[src/rtl/axil_cfg_pkg.sv]
// Shared types and constants for the AXI4-Lite configuration master and its helpers.
package axil_cfg_pkg;

  // Defaults track CGRA_AXI_ADDR_WIDTH / CGRA_AXI_DATA_WIDTH from global_buffer_param.
  localparam int unsigned AXIL_ADDR_WIDTH = 13;
  localparam int unsigned AXIL_DATA_WIDTH = 32;

  localparam logic [1:0] AXIL_OKAY   = 2'b00;
  localparam logic [1:0] AXIL_SLVERR = 2'b10;
  localparam logic [1:0] AXIL_DECERR = 2'b11;

  typedef enum logic [2:0] {
    StIdle   = 3'd0,
    StWrReq  = 3'd1,
    StWrResp = 3'd2,
    StRdReq  = 3'd3,
    StRdData = 3'd4,
    StRsp    = 3'd5
  } axil_state_e;

  typedef struct packed {
    logic                       write;
    logic [AXIL_ADDR_WIDTH-1:0] addr;
    logic [AXIL_DATA_WIDTH-1:0] wdata;
  } axil_cmd_t;

  typedef struct packed {
    logic [AXIL_DATA_WIDTH-1:0] rdata;
    logic [1:0]                 resp;
    logic                       timeout;
  } axil_rsp_t;

  // States in which the master is waiting on the slave and the timeout runs.
  function automatic logic is_wait_state(input axil_state_e s);
    return (s == StWrReq) || (s == StWrResp) || (s == StRdReq) || (s == StRdData);
  endfunction

endpackage

[src/rtl/axil_timeout_ctr.sv]
// Wait-state watchdog: counts enabled cycles since the last clear and flags the final one.
module axil_timeout_ctr #(
  parameter int unsigned TIMEOUT_CYCLES = 1024
) (
  input  logic clk,
  input  logic reset,
  input  logic clear,
  input  logic enable,
  output logic expire
);

  localparam int unsigned CntW = (TIMEOUT_CYCLES > 1) ? $clog2(TIMEOUT_CYCLES) : 1;
  localparam logic [CntW-1:0] LastCnt = (TIMEOUT_CYCLES > 1) ? CntW'(TIMEOUT_CYCLES - 1) : '0;
  localparam bit Enabled = (TIMEOUT_CYCLES != 0);

  logic [CntW-1:0] cnt_q;

  always_ff @(posedge clk) begin
    if (reset || clear) begin
      cnt_q <= '0;
    end else if (enable) begin
      cnt_q <= cnt_q + CntW'(1);
    end
  end

  // Fires on the TIMEOUT_CYCLES-th enabled cycle, so the wait lasts exactly that long.
  assign expire = Enabled && enable && (cnt_q == LastCnt);

endmodule

[src/rtl/axil_cfg_master.sv]
// Single-outstanding AXI4-Lite master turning valid/ready register commands into transactions.
module axil_cfg_master
  import axil_cfg_pkg::*;
#(
  parameter int unsigned ADDR_WIDTH     = AXIL_ADDR_WIDTH,
  parameter int unsigned DATA_WIDTH     = AXIL_DATA_WIDTH,
  parameter int unsigned TIMEOUT_CYCLES = 1024
) (
  input  logic                  clk,
  input  logic                  reset,
  input  logic                  cmd_valid,
  output logic                  cmd_ready,
  input  logic                  cmd_write,
  input  logic [ADDR_WIDTH-1:0] cmd_addr,
  input  logic [DATA_WIDTH-1:0] cmd_wdata,
  output logic                  rsp_valid,
  input  logic                  rsp_ready,
  output logic [DATA_WIDTH-1:0] rsp_rdata,
  output logic [1:0]            rsp_resp,
  output logic                  rsp_timeout,
  output logic [ADDR_WIDTH-1:0] m_awaddr,
  output logic                  m_awvalid,
  input  logic                  m_awready,
  output logic [DATA_WIDTH-1:0] m_wdata,
  output logic                  m_wvalid,
  input  logic                  m_wready,
  input  logic [1:0]            m_bresp,
  input  logic                  m_bvalid,
  output logic                  m_bready,
  output logic [ADDR_WIDTH-1:0] m_araddr,
  output logic                  m_arvalid,
  input  logic                  m_arready,
  input  logic [DATA_WIDTH-1:0] m_rdata,
  input  logic [1:0]            m_rresp,
  input  logic                  m_rvalid,
  output logic                  m_rready
);

  axil_state_e           state_q, state_d;
  logic [ADDR_WIDTH-1:0] addr_q, addr_d;
  logic [DATA_WIDTH-1:0] wdata_q, wdata_d, rdata_q, rdata_d;
  logic                  awvalid_q, awvalid_d, wvalid_q, wvalid_d, bready_q, bready_d;
  logic                  arvalid_q, arvalid_d, rready_q, rready_d;
  logic [1:0]            resp_q, resp_d;
  logic                  timeout_q, timeout_d;
  logic                  tmo_clear, tmo_enable, tmo_expire, abort;

  assign tmo_enable = is_wait_state(state_q);
  assign tmo_clear  = (state_d != state_q);

  axil_timeout_ctr #(
    .TIMEOUT_CYCLES(TIMEOUT_CYCLES)
  ) u_timeout (
    .clk   (clk),
    .reset (reset),
    .clear (tmo_clear),
    .enable(tmo_enable),
    .expire(tmo_expire)
  );

  // Gated by reset so no command can be taken while the block is being cleared.
  assign cmd_ready = (state_q == StIdle) && !reset;

  always_comb begin
    state_d   = state_q;
    addr_d    = addr_q;
    wdata_d   = wdata_q;
    awvalid_d = awvalid_q;
    wvalid_d  = wvalid_q;
    bready_d  = bready_q;
    arvalid_d = arvalid_q;
    rready_d  = rready_q;
    rdata_d   = rdata_q;
    resp_d    = resp_q;
    timeout_d = timeout_q;
    abort     = 1'b0;
    unique case (state_q)
      StIdle: begin
        if (cmd_valid && cmd_ready) begin
          addr_d = cmd_addr;
          if (cmd_write) begin
            wdata_d   = cmd_wdata;
            awvalid_d = 1'b1;
            wvalid_d  = 1'b1;
            state_d   = StWrReq;
          end else begin
            arvalid_d = 1'b1;
            state_d   = StRdReq;
          end
        end
      end
      StWrReq: begin
        awvalid_d = awvalid_q && !m_awready;
        wvalid_d  = wvalid_q && !m_wready;
        if (!awvalid_d && !wvalid_d) begin
          bready_d = 1'b1;
          state_d  = StWrResp;
        end else begin
          abort = tmo_expire;
        end
      end
      StWrResp: begin
        if (m_bvalid) begin
          resp_d   = m_bresp;
          rdata_d  = '0;
          bready_d = 1'b0;
          state_d  = StRsp;
        end else begin
          abort = tmo_expire;
        end
      end
      StRdReq: begin
        if (m_arready) begin
          arvalid_d = 1'b0;
          rready_d  = 1'b1;
          state_d   = StRdData;
        end else begin
          abort = tmo_expire;
        end
      end
      StRdData: begin
        if (m_rvalid) begin
          rdata_d  = m_rdata;
          resp_d   = m_rresp;
          rready_d = 1'b0;
          state_d  = StRsp;
        end else begin
          abort = tmo_expire;
        end
      end
      StRsp: begin
        if (rsp_ready) begin
          timeout_d = 1'b0;
          state_d   = StIdle;
        end
      end
      default: state_d = StIdle;
    endcase
    // A handshake in the expiry cycle already moved on above, so abort only sees true stalls.
    if (abort) begin
      awvalid_d = 1'b0;
      wvalid_d  = 1'b0;
      bready_d  = 1'b0;
      arvalid_d = 1'b0;
      rready_d  = 1'b0;
      rdata_d   = '0;
      resp_d    = AXIL_SLVERR;
      timeout_d = 1'b1;
      state_d   = StRsp;
    end
  end

  always_ff @(posedge clk) begin
    if (reset) begin
      state_q   <= StIdle;
      addr_q    <= '0;
      wdata_q   <= '0;
      awvalid_q <= 1'b0;
      wvalid_q  <= 1'b0;
      bready_q  <= 1'b0;
      arvalid_q <= 1'b0;
      rready_q  <= 1'b0;
      rdata_q   <= '0;
      resp_q    <= AXIL_OKAY;
      timeout_q <= 1'b0;
    end else begin
      state_q   <= state_d;
      addr_q    <= addr_d;
      wdata_q   <= wdata_d;
      awvalid_q <= awvalid_d;
      wvalid_q  <= wvalid_d;
      bready_q  <= bready_d;
      arvalid_q <= arvalid_d;
      rready_q  <= rready_d;
      rdata_q   <= rdata_d;
      resp_q    <= resp_d;
      timeout_q <= timeout_d;
    end
  end

  assign rsp_valid   = (state_q == StRsp);
  assign rsp_rdata   = rdata_q;
  assign rsp_resp    = resp_q;
  assign rsp_timeout = timeout_q;
  assign m_awaddr    = addr_q;
  assign m_awvalid   = awvalid_q;
  assign m_wdata     = wdata_q;
  assign m_wvalid    = wvalid_q;
  assign m_bready    = bready_q;
  assign m_araddr    = addr_q;
  assign m_arvalid   = arvalid_q;
  assign m_rready    = rready_q;

endmodule

[config.mk]
export PLATFORM = sky130hd
export DESIGN_NAME = axil_cfg_master
export DESIGN_NICKNAME = d
export VERILOG_FILES = /design/src/rtl/axil_cfg_pkg.sv /design/src/rtl/axil_timeout_ctr.sv /design/src/rtl/axil_cfg_master.sv
export SDC_FILE = /design/constraint.sdc
export NUM_CORES = 1
export LEC_CHECK = 0
export CORE_MARGIN = 1.5
export CORE_UTILIZATION = 41
export DETAILED_ROUTE_END_ITERATION = 6
export PLACE_DENSITY = 0.91
export SLEW_MARGIN = 10
export SYNTH_ARGS = -nofsm -noshare
export SYNTH_HDL_FRONTEND = slang
export SYNTH_SLANG_ARGS = --single-unit
[constraint.sdc]
create_clock -name clk -period 2.1 [get_ports clk]
set_input_delay 0.315 -clock clk [delete_from_list [all_inputs] [get_ports clk]]
set_output_delay 0.315 -clock clk [all_outputs]
set_load 0.05 [all_outputs]
### After elaboration in Yosys (flattened, before gate mapping)

Cells that the tools add are included.

| cells by class | value |
|---|---|
| divide/modulo/power cells | 0 |
| shift operators | 0 |
| multiplexer cells | 38 |
| add/subtract/negate cells | 1 |
| bitwise operators | 0 |
| equality and inequality tests | 16 |
| order comparisons | 0 |
| reduce and logical (&&, ||, !) cells | 34 |
| $mul | 0 |

Operators by type and width:

| cell | count |
|---|---|
| $mux W32 | 2 |
| $pmux W32 S2 | 1 |
| $mux W3 | 7 |
| $pmux W3 S6 | 1 |
| $reduce_and A3 Y1 | 6 |
| $mux W1 | 16 |
| $reduce_bool A2 Y1 | 7 |
| $add A10 B1 Y10 const B | 1 |
| $eq A10 B10 Y1 const B | 1 |
| $ne A2 B2 Y1 const B | 5 |
| $pmux W1 S2 | 5 |
| $mux W2 | 4 |
| $eq A3 B2 Y1 const B | 2 |
| $eq A3 B3 Y1 const B | 2 |
| $logic_and A1 B1 Y1 | 6 |
| $ne A3 B3 Y1 const B | 2 |
| $logic_not A1 Y1 | 5 |
| $logic_or A1 B1 Y1 | 4 |
| $ne A2 B1 Y1 const B | 2 |
| $pmux W1 S4 | 1 |
| $pmux W2 S2 | 1 |
| $reduce_and A2 Y1 | 2 |
| $reduce_and A4 Y1 | 1 |
| $eq A3 B1 Y1 const B | 1 |
| 4 further kinds | 4 |

| storage, ports and cells | value |
|---|---|
| latch bits | 0 |
| output and inout bits | 100 |
| memory bits (read-only) | 0 |
| memories | 0 |
| word-level logic and storage cells | 102 |
| RAM bits | 0 |
| input bits | 91 |
| flip-flop bits (word level) | 98 |

### Longest topological paths before layout

Gate-level depths: netlist of run 1.

| logic depth | value |
|---|---|
| depth in word-level cells | 10 |
| mapped depth | 8 |
| gate-level depth less buffers | 6 |

### Hierarchy

A second synthesis of run 1 with hierarchy kept.

| second synthesis, totals | value |
|---|---|
| cell total of the unflattened synthesis | 507 |
| area total of the unflattened synthesis | 4,393.0 um2 |

Modules (own cells, without submodules):

| module | sequential area each (um2) | area an instance (um2) | instances | cells an instance |
|---|---|---|---|---|
| axil_cfg_master | 1,761.7 | 3,915.0 | 1 | 454 |
| axil_timeout_ctr | 200.2 | 478.0 | 1 | 53 |

### Worst setup path after synthesis of run 1

OpenSTA, ideal clock, no wires.

| path | value |
|---|---|
| kind | flip-flop to flip-flop |
| start point | register state_q[1] |
| end point | register u_timeout.cnt_q[0] |
| arrival | 2,506 ps |
| stages on the path, launching flop included | 8 |
| data required time | 1,968 ps |
| setup time | 132 ps |
| buffers on the path | 1 |
| clock period less this slack | 2,639 ps |
| setup slack | -539 ps |
| path through | dfxtp_1 buf_2 nor4_2 nand2_1 nor2_2 o31ai_1 a2bb2oi_2 nor3b_1 |

| between the ends | value |
|---|---|
| elaborated cells between the ends (all ways) | 27 |
| classes of those cells | 6 x eq/ne; 13 x mux; 8 x reduce/logical |

RTL lines:

| item | line | source |
|---|---|---|
| start: declaration | axil_cfg_master.sv:39 | `axil_state_e state_q, state_d;` |
| start signal: assignment | axil_cfg_master.sv:155 | `state_q <= StIdle;` |
| start signal: assignment | axil_cfg_master.sv:167 | `state_q <= state_d;` |
| $logic_not A3 Y1 | axil_cfg_master.sv:62 | `assign cmd_ready = (state_q == StIdle) && !reset;` |
| $logic_and A1 B1 Y1 | axil_cfg_master.sv:62 |  |
| named net cmd_ready | axil_cfg_master.sv:12 | `output logic cmd_ready,` |
| $logic_and A1 B1 Y1 | axil_cfg_master.sv:79 | `if (cmd_valid && cmd_ready) begin` |
| $mux W3 | axil_cfg_master.sv:79 |  |
| $pmux W3 S6 | axil_cfg_master.sv:77 | `unique case (state_q)` |
| $mux W3 | axil_cfg_master.sv:140 | `if (abort) begin` |
| $ne A3 B3 Y1 | axil_cfg_master.sv:49 | `assign tmo_clear = (state_d != state_q);` |
| $logic_or A1 B1 Y1 | axil_timeout_ctr.sv:19 | `if (reset \|\| clear) begin` |
| end signal: assignment | axil_timeout_ctr.sv:22 | `cnt_q <= cnt_q + CntW'(1);` |
| end: declaration | axil_timeout_ctr.sv:16 | `logic [CntW-1:0] cnt_q;` |

The timed path passes the listed nets, and every way through them passes these cells.
A chain may end at the register's enable or synchronous reset.

### Final worst setup path of run 1

| path | value |
|---|---|
| start point | register state_q[1] |
| end point | register u_timeout.cnt_q[2] |

| between the ends | value |
|---|---|
| longest elaborated chain between the ends | 10 |
| elaborated cells between the ends (all ways) | 27 |
| classes of those cells | 6 x eq/ne; 13 x mux; 8 x reduce/logical |

RTL lines:

| item | line | source |
|---|---|---|
| $eq A3 B1 Y1 / $eq A3 B2 Y1 (equally long branches) | axil_cfg_pkg.sv:35, axil_cfg_master.sv:77 |  |
| $logic_or A1 B1 Y1 (3 in series) | axil_cfg_pkg.sv:35 | `return (s == StWrReq) \|\| (s == StWrResp) \|\| (s == StRdReq) \|\| (s == StRdData);` |
| $logic_and A1 B1 Y1 | axil_timeout_ctr.sv:27 | `assign expire = Enabled && enable && (cnt_q == LastCnt);` |
| $mux W1, on equally long branches | -- |  |
| $pmux W1 S4 | axil_cfg_master.sv:77 |  |
| $mux W3 | axil_cfg_master.sv:140 |  |
| $ne A3 B3 Y1 | axil_cfg_master.sv:49 |  |
| $logic_or A1 B1 Y1 | axil_timeout_ctr.sv:19 |  |

Parallel ways exist; a longest one is shown, timed or not.

==> results of run 1 <==
## report_power, final
group	internal, uW	leakage [uW]	switching [uW]
registers	1930	0.000795	56.6
logic	450	0.00133	643
clock network	611	0.000108	716
## how the worst min path moves through the flow
stage / depth (start not counted) / to / slack (ps) / from
5_1_grt: 2 / rsp_rdata[12] / 480 / rsp_rdata[12]
2_1_floorplan: 2 / m_araddr[0] / 410 / cmd_addr[0]
3_3_place_gp: 2 / rsp_rdata[23] / 440 / rsp_rdata[23]
3_5_place_dp: 2 / rsp_rdata[25] / 450 / rsp_rdata[25]
4_1_cts: 2 / rsp_rdata[25] / 460 / rsp_rdata[25]
6_report: 2 / rsp_rdata[25] / 460 / rsp_rdata[25]
## registers in the layout, summed over array words and instances, names as in the netlist
name,count
m_wvalid,1
u_timeout.cnt_q,10
m_rready,1
m_araddr,13
rsp_resp,2
m_wdata,32
m_awvalid,1
rsp_timeout,1
m_bready,1
rsp_rdata,32
m_arvalid,1
state_q,3
## cell families (layout without fill, tap and decap cells)
group	count (synthesis)	after routing	share of synthesized area
flops	98	98	0.493
buf+inv	50	233	0.0650
compound gates	94	94	0.130
mux	3	3	0.00754
simple gates	249	249	0.284
xor+xnor	8	8	0.0176
fa+ha+maj	1	1	0.00314
## layout by cell type, fill, tap and decap left out, types with 4 or more instances in the layout
cell and count:
nor2b_1 7, and2_1 4, dfxtp_1 96, buf_4 21, xnor2_1 6, buf_12 5, nand3b_1 16, clkbuf_8 10
nand2_1 148, nor2_1 17, clkdlybuf4s50_1 187, a21oi_1 75, nor3b_1 7, nand3_1 36
## worst max-delay path, cell delays in order, from the launching register on
cell,delay (ps)
dfxtp_1,430
o21ai_0,280
nand4_1,160
a2111o_1,470
o211a_2,350
nand3_1,110
nor2_1,50
## metrics by stage
stage | instances | hold WS [ps] | power [uW] | util
6_report | 815 | 457 | 4410 | 0.672
5_1_grt | 815 | 477 | 4570 | 0.672
4_1_cts | 815 | 458 | 4440 | 0.672
3_5_place_dp | 799 | 446 | 3120 | 0.648
3_3_place_gp | 799 | 438 | 3090 | 0.648
2_1_floorplan | 503 | 414 | 2680 | -
## final cells by class
cell class	instances	area, um2	area share
clock buffers	10	138	0.0219
multi-input cells	355	1780	0.284
flip-flops and latches	98	1960	0.313
repair buffers	214	2130	0.340
inverters	3	11.3	0.00180
clock inverters	6	82.6	0.0132
well taps	129	161	0.0257
## per-layer routing
| metal | global-route usage | up-vias | wire [um] |
|---|---|---|---|
| met4 | 0.0801 | 0 | 206 |
| li1 | - | 2014 | - |
| met3 | 0.0711 | 19 | 927 |
| met2 | 0.405 | 148 | 6000 |
| met5 | 0 | - | 0 |
| met1 | 0.237 | 1906 | 4630 |
==> impl_metrics.env, run 1 <==
export IMPL_slew_viol_final=0
export IMPL_worstHoldPathType="reg -> reg"
export IMPL_crit_end="u_timeout.cnt_q[2]"
export IMPL_worstMarginPinSlew_ps=560
export IMPL_wire_per_inst_um=14.4
export IMPL_antenna_cells=0
export IMPL_fin_crit_sh=0.937
export IMPL_stdcell_area_mm2=0.00627
export IMPL_postCtsHoldBufs=0
export IMPL_place_gp_congestion=0.838
export IMPL_avgViaCountPerCell=5.01
export IMPL_reg2regPathDepth=6
export IMPL_max_cap_violations=0
export IMPL_cp_required_ps=2350
export IMPL_max_slew_margin=0.625
export IMPL_irDropWorstVdd_uv=493
export IMPL_clk_pin_slew_worst_paths_ps=110
export IMPL_remaining_drc_errors=0
export IMPL_coreArea_mm2=0.00933
export IMPL_worst_clock_skew_ps=12.0
export IMPL_synth_distinct_cells=37
export IMPL_critPathKind="reg -> reg"
export IMPL_outcome="completed"
export IMPL_clock_sinks=98
export IMPL_cp_arrival_ps=2220
export IMPL_clk_path_buf_depth=2
export IMPL_layout_min_cycle_time_ps=1970
export IMPL_yosys_area_top_type="dfxtp_1"
export IMPL_grt_setup_unrepaired="no"
export IMPL_synth_seq_cells=98
export IMPL_crit_start="state_q[1]"
export IMPL_vias=4087
export IMPL_layout_area_overhead_vs_synth_pct=57.5
export IMPL_netlist_instances=503
export IMPL_startpoint_type="register"
export IMPL_cp_end_kind="register"
export IMPL_synthFlopType="dfxtp_1"
export IMPL_reg2reg_from="state_q[1]"
export IMPL_grt_overflow_total=0
export IMPL_synth_edff_count=0
export IMPL_synthTopCellsByArea="dfxtp_1 (49%), nand2_1 (14%), a21oi_1 (9.6%)"
export IMPL_final_nets=773
export IMPL_syn_nets=595
export IMPL_synthTopCellsByCount="nand2_1 (149), dfxtp_1 (98), a21oi_1 (76), nand3_1 (36), clkbuf_1 (20)"
export IMPL_grt_total_usage=0.221
export IMPL_powerDensity_mw_per_mm2=703
export IMPL_post_cts_buffers=0
export IMPL_die_y_um=102
export IMPL_cts_root_buf="clkbuf_8"
export IMPL_cts_tree="yes"
export IMPL_setup_slack_ps=133
export IMPL_antenna_found_initial=0
export IMPL_drtPass1Iterations=5
export IMPL_setup_viol=0
export IMPL_cts_htree_levels=3
export IMPL_tns_ps=0
export IMPL_start_util=0.427
export IMPL_crit_path_max_fanout=10
export IMPL_grt_pass1_wl_um=18200
export IMPL_rows=35
export IMPL_synth_top_cell_area_share=0.493
export IMPL_grt_max_degree=52
export IMPL_clock_latency_ps=360
export IMPL_die_area_mm2=0.0103
export IMPL_pin_count=191
export IMPL_timing_rr_end="u_timeout.cnt_q[2]"
export IMPL_drtAntennaViolNets=0
export IMPL_synth_warnings=0
export IMPL_die_w_um=102
export IMPL_nFillCells=724
export IMPL_place_area_mm2=0.00605
export IMPL_finalHoldViolCount=0
export IMPL_numCtsBuffers=9
export IMPL_drt_iter0_drc=150
export IMPL_async_flop_share=0
export IMPL_drt_total_wl_um=11800
export IMPL_hpwl_um=8630
export IMPL_ys_seq_area_frac=0.493
export IMPL_ff2ff_setup_slack_ps=130
export IMPL_syn_area_mm2=0.00398
export IMPL_post_synth_top_count_cell="nand2_1"
export IMPL_avgSynthCellArea_um2=7.92
export IMPL_place_ws_ps=-66.9
export IMPL_grt_pass1_vias=4051
export IMPL_clock_fmax_mhz=508
export IMPL_cts_repair_resized=0
export IMPL_final_layout_size_suffix_gt1_frac=0.0758
export IMPL_port_buffers=190
export IMPL_p_leak_uw=0.00223
(Power assumes the default switching activity.)
==> inputs of run 2 (changes only) <==
Settings changed: HOLD_SLACK_MARGIN set to 0.03.
==> results of run 2 <==
No change in the layout: final DEF, timing and power equal those of run 1.
